$ cat src/rtl/data_capture_pkg.sv
// Shared types and defaults for the data_capture snapshot buffer.
package data_capture_pkg;

    localparam int DEFAULT_DEPTH = 128;

    typedef enum logic [1:0] {
        IDLE    = 2'd0,
        CAPTURE = 2'd1,
        WAIT_TX = 2'd2,
        READOUT = 2'd3
    } captureState_t;

endpackage

$ cat src/rtl/data_capture_ram.sv
// Simple dual-port snapshot RAM: synchronous write, registered read with 1-cycle latency.
module capture_ram
    import data_capture_pkg::*;
#(
    parameter int DEPTH  = DEFAULT_DEPTH,
    parameter int ADDR_W = $clog2(DEPTH)
) (
    input  logic              clk,
    input  logic              rst,
    input  logic              wrEn,
    input  logic [ADDR_W-1:0] wrAddr,
    input  logic [15:0]       wrData,
    input  logic              rdEn,
    input  logic [ADDR_W-1:0] rdAddr,
    output logic [15:0]       rdData
);

    logic [15:0] mem [DEPTH];

    always_ff @(posedge clk) begin
        if (wrEn) begin
            mem[wrAddr] <= wrData;
        end
    end

    // Read register doubles as the block's output word, so it holds between reads.
    always_ff @(posedge clk or negedge rst) begin
        if (!rst) begin
            rdData <= '0;
        end else if (rdEn) begin
            rdData <= mem[rdAddr];
        end
    end

endmodule

$ cat src/rtl/data_capture.sv
// Snapshot buffer: captures 2*DEPTH bytes as DEPTH 16-bit words on a strobe edge,
// then hands them out one word per accepted read.
//
//   state   | meaning
//   IDLE    | waiting for a strobe rising edge; buffer empty
//   CAPTURE | latching one byte per clock, writing a word every second byte
//   WAIT_TX | snapshot complete, waiting for readyToTransmit
//   READOUT | delivering words on dataRead while readyToTransmit is high
module data_capture
    import data_capture_pkg::*;
#(
    parameter int DEPTH  = DEFAULT_DEPTH,
    parameter int ADDR_W = $clog2(DEPTH)
) (
    input  logic        clk,
    input  logic        rst,
    input  logic [7:0]  inputData,
    input  logic        dataCaptureStrobe,
    input  logic        dataRead,
    input  logic        readyToTransmit,
    output logic        dataReadyToRead,
    output logic        dataValid,
    output logic        dataEmpty,
    output logic [15:0] dataOut
);

    localparam logic [ADDR_W:0] LAST_WORD = (ADDR_W + 1)'(DEPTH - 1);
    localparam logic [ADDR_W:0] WORD_CNT  = (ADDR_W + 1)'(DEPTH);

    captureState_t   state;
    logic            strbQ;
    logic            bytePhase;
    logic [7:0]      evenByte;
    logic [ADDR_W:0] wrPtr;
    logic [ADDR_W:0] rdPtr;
    logic [ADDR_W:0] rdPtrNext;
    logic            trigger;
    logic            wrEn;
    logic            readAccept;

    assign trigger    = dataCaptureStrobe & ~strbQ & (state == IDLE);
    assign wrEn       = (state == CAPTURE) & bytePhase;
    assign readAccept = (state == READOUT) & dataReadyToRead & dataRead;
    assign rdPtrNext  = rdPtr + {{ADDR_W{1'b0}}, readAccept};

    capture_ram #(
        .DEPTH  (DEPTH),
        .ADDR_W (ADDR_W)
    ) u_ram (
        .clk    (clk),
        .rst    (rst),
        .wrEn   (wrEn),
        .wrAddr (wrPtr[ADDR_W-1:0]),
        .wrData ({evenByte, inputData}),
        .rdEn   (readAccept),
        .rdAddr (rdPtr[ADDR_W-1:0]),
        .rdData (dataOut)
    );

    always_ff @(posedge clk or negedge rst) begin
        if (!rst) begin
            state           <= IDLE;
            strbQ           <= 1'b0;
            bytePhase       <= 1'b0;
            evenByte        <= '0;
            wrPtr           <= '0;
            rdPtr           <= '0;
            dataReadyToRead <= 1'b0;
            dataValid       <= 1'b0;
            dataEmpty       <= 1'b1;
        end else begin
            strbQ     <= dataCaptureStrobe;
            dataValid <= readAccept;
            case (state)
                IDLE: begin
                    if (trigger) begin
                        evenByte  <= inputData;
                        bytePhase <= 1'b1;
                        dataEmpty <= 1'b0;
                        state     <= CAPTURE;
                    end
                end
                CAPTURE: begin
                    bytePhase <= ~bytePhase;
                    if (!bytePhase) begin
                        evenByte <= inputData;
                    end else begin
                        wrPtr <= wrPtr + 1'b1;
                        if (wrPtr == LAST_WORD) begin
                            state <= WAIT_TX;
                        end
                    end
                end
                WAIT_TX: begin
                    // rdPtr is zero here, so a full snapshot is always available.
                    if (readyToTransmit) begin
                        dataReadyToRead <= 1'b1;
                        state           <= READOUT;
                    end
                end
                READOUT: begin
                    rdPtr           <= rdPtrNext;
                    dataReadyToRead <= readyToTransmit && (rdPtrNext < WORD_CNT);
                    if (readAccept && (rdPtrNext == WORD_CNT)) begin
                        rdPtr     <= '0;
                        wrPtr     <= '0;
                        dataEmpty <= 1'b1;
                        state     <= IDLE;
                    end
                end
                default: state <= IDLE;
            endcase
        end
    end

endmodule

$ cat config.mk
export PLATFORM = sky130hd
export DESIGN_NAME = data_capture
export DESIGN_NICKNAME = d
export VERILOG_FILES = /design/src/rtl/data_capture_pkg.sv /design/src/rtl/data_capture_ram.sv /design/src/rtl/data_capture.sv
export SDC_FILE = /design/constraint.sdc
export NUM_CORES = 2
export LEC_CHECK = 0
export BUFFER_PORTS_ARGS = -buffer_cell sky130_fd_sc_hd__clkbuf_2
export CAP_MARGIN = 15
export CORE_ASPECT_RATIO = 0.75
export CORE_MARGIN = 3
export CORE_UTILIZATION = 41
export CTS_BUF_LIST = sky130_fd_sc_hd__clkbuf_16
export DETAILED_ROUTE_END_ITERATION = 10
export GPL_TIMING_DRIVEN = 0
export MAX_ROUTING_LAYER = met4
export SLEW_MARGIN = 20
export SYNTH_ARGS = -nofsm -noshare
export SYNTH_HDL_FRONTEND = slang
export SYNTH_HIERARCHICAL = 1
export SYNTH_SLANG_ARGS = --single-unit
$ cat constraint.sdc
create_clock -name clk -period 9.3 [get_ports clk]
set_clock_uncertainty 0.05 [all_clocks]
set_input_delay 1.395 -clock clk [delete_from_list [all_inputs] [get_ports clk]]
set_output_delay 1.395 -clock clk [all_outputs]
set_load 0.03 [all_outputs]
==> qor.csv <==
metric,value,unit
Post-synth top cells,"edfxtp_1 (2,048), mux2i_1 (387), mux4_2 (330), nor2_1 (162), nand2_1 (135)",
post-synthesis sequential area ratio,0.7614,
fmax,186.2,MHz
port bufs,31,
H-tree levels,4,
first-pass GRT wire length,396.6,mm
Die X-Extent,523.4,um
LEAKAGE,28.50,nW
Initial Util,0.4151,
logic gate share of total power,0.010,
Reg power frac,0.571,
Min-Delay Path Class,reg -> reg,
syn nets,4116,
Fill cells,16379,
Overall Power,0.01818,W
Clock Sinks,2095,
status,"complete, no violations",
Layout area overhead,14.94,%
Vias/cell,6.558,
post-synthesis async set-or-reset flop share,0.02243,
die height,394.0,um
all-layer global routing usage,0.2968,
Final nets,4433,
total wire length,300.5,mm
largest net degree at the start of global routing,113,
max-slew violations,0,
Post-Syn Area,82310,um^2
R2R Path Start,rdPtr[2],
Setup crit start kind,register,
number of DRC markers in iteration 0,8782,
num rows,141,
worst hold start,dataEmpty,
dpl hpwl,201.9,mm
Congestion Overflow GR,0,
initial antenna violation count,20,
required time of the worst setup path,9990,ps
clk_lat worst skew,830,ps
max_cap viols,0,
most common cell in the netlist,edfxtp_1,
post-route ant nets,0,
Internal Power,0.01453,W
clock transition at the registers of the reported paths,60,ps
P_sw,0.003646,W
Cell variety after synth,85,
Num CTS Buffers,189,
hold_buf cts,0,
CTS tree,done,
number of flops mapped to enable cells by yosys,2048,
sw frac,0.2006,
power per cell area,192.1,nW/um^2
Post-Synthesis Cells,4096,
final hold vios,0,
clock share of power,0.419,
Synth area leader,edfxtp_1,
CP Data Arrival Time,6060,ps
Remaining DRCs,0,
synth warn,6,
Post-CTS Setup Inserts,0,
clock root buffer,clkbuf_16,
Final setup violation count,0,
Initial DRT Pass Iterations,6,
Placer Congestion,1.016,
vias in the first global route,43174,
CTS Buffer Depth,3,
share of cells above drive strength 1,0.2379,
"Max FO, Critical Path",10,
WL/cell,41.60,um
Final Core Density,0.4771,
Synth area leaders,"edfxtp_1 (75%), mux4_2 (9.0%), mux2i_1 (4.7%)",
IO Pins,32,
die footprint,206200,um^2
minimum clock period,5372,ps
share of the synthesized area in the top cell type,0.7471,
Worst Tran Pin Value,1361,ps
crit path from,rdPtr[2],
worst vdd ir,0.0002029,V
Mean Syn Cell Area,20.10,um^2
TNS Setup,0,ps
Placeable Area,198300,um^2
fin crit share,0.5776,
main flop type after synthesis,edfxtp_1,
CP Capture Type,register,
RSZ-0062 raised after global routing,false,
vias post-DR,47376,
Slew headroom,0.09259,
"FF+latch count, synth",2095,
Setup CP Type,reg -> reg,
Post-CTS Resized,0,
[routing by layer]
| layer | vias up | GRT usage | part of all wire |
|---|---|---|---|
| met5 | - | - | 0 |
| met4 | 0 | 0.1036 | 0.041 |
| met3 | 593 | 0.1288 | 0.16 |
| met2 | 3741 | 0.3816 | 0.41 |
| met1 | 25394 | 0.4161 | 0.39 |
| li1 | 17648 | - | - |
[stage by stage]
stage,instance area (um^2),worst slack [ps],std cells,hold slack [ps]
global route,94600,4136,7218,488.7
floorplan,82310,5712,4096,453.4
detailed placement,88650,4067,6866,466.4
CTS,94550,4065,7208,467.8
finish,94610,3928,7224,475.0
global placement,85780,3410,6772,456.5
[cells by family after synthesis]
group                      count (synthesis)  synth area share
AOI/OAI and AO/OA                        474           0.04101
DFF                                     2095            0.7614
buffers and inverters                    255           0.02111
xor gates and xnor gates                   7         0.0007448
muxes                                    768            0.1473
adders and majority gates                  7          0.001064
and+or+nand+nor                          490           0.02735
[registers in the layout (all words and copies together) (netlist names)]
name / flops
rdPtr: 8
dataValid: 1
dataEmpty: 1
strbQ: 1
state: 2
bytePhase: 1
u_ram/rdData: 16
evenByte: 8
u_ram/mem: 2048
wrPtr: 8
dataReadyToRead: 1
[power by group through the flow]
stage | clock network [W] | registers (W) | logic (W)
after floorplan | 0 | 0.0106 | 0.00000331
after global placement | 0 | 0.0107 | 0.0000901
after detailed placement | 0 | 0.0106 | 0.000183
after CTS | 0.00766 | 0.0104 | 0.000183
after global routing | 0.00804 | 0.0104 | 0.000195
final | 0.00761 | 0.0104 | 0.000186
[worst max-delay path, stage by stage (launching register included)]
cell and delay (ps):
dfrtp_1 590, buf_2 340, buf_2 720, buf_2 840
mux2i_1 160, a22oi_1 300, a21oi_1 150, o41ai_1 970
nand3_1 850, nand3_1 290
[cell usage in the layout (no fill, tap or decap), drive strengths merged, types with 13 or more instances in the layout]
cell type,instances
dfrtp,46
a21oi,89
nor3,51
edfxtp,2048
nand2,135
diode,15
nand3,38
o221ai,42
and2,14
nor2,162
a211oi,35
clkinv,80
and3,13
clkbuf,314
buf,246
a31oi,23
mux4,346
inv,67
a22oi,105
o22ai,44
mux2i,387
mux2,35
a221oi,14
o21ai,35
o211ai,17
nor2b,32
[final timing paths]
check	end	slack (ps)	depth (start not counted)
max	u_ram/rdData[12]	3930	9
min	dataEmpty	480	1
max reg2reg	u_ram/rdData[12]	3930	9
min reg2reg	dataEmpty	480	1
max in group asynchronous	u_ram/rdData[4]	8100	2
min in group asynchronous	wrPtr[3]	500	1
[layout make-up]
cell class	instances	area (um^2)	share of cell area
clock buffer	197	4930	0.05210
inverter	17	63.81	0.0006744
tap	2645	3309	0.03498
antenna	15	37.54	0.0003967
buffer	238	1722	0.01820
timing repair buffer	126	2039	0.02156
multi-input combinational	1746	18840	0.1991
clock inverter	145	964.7	0.01020
sequential	2095	62710	0.6628
No activity file was read; power rests on OpenSTA's default activity.
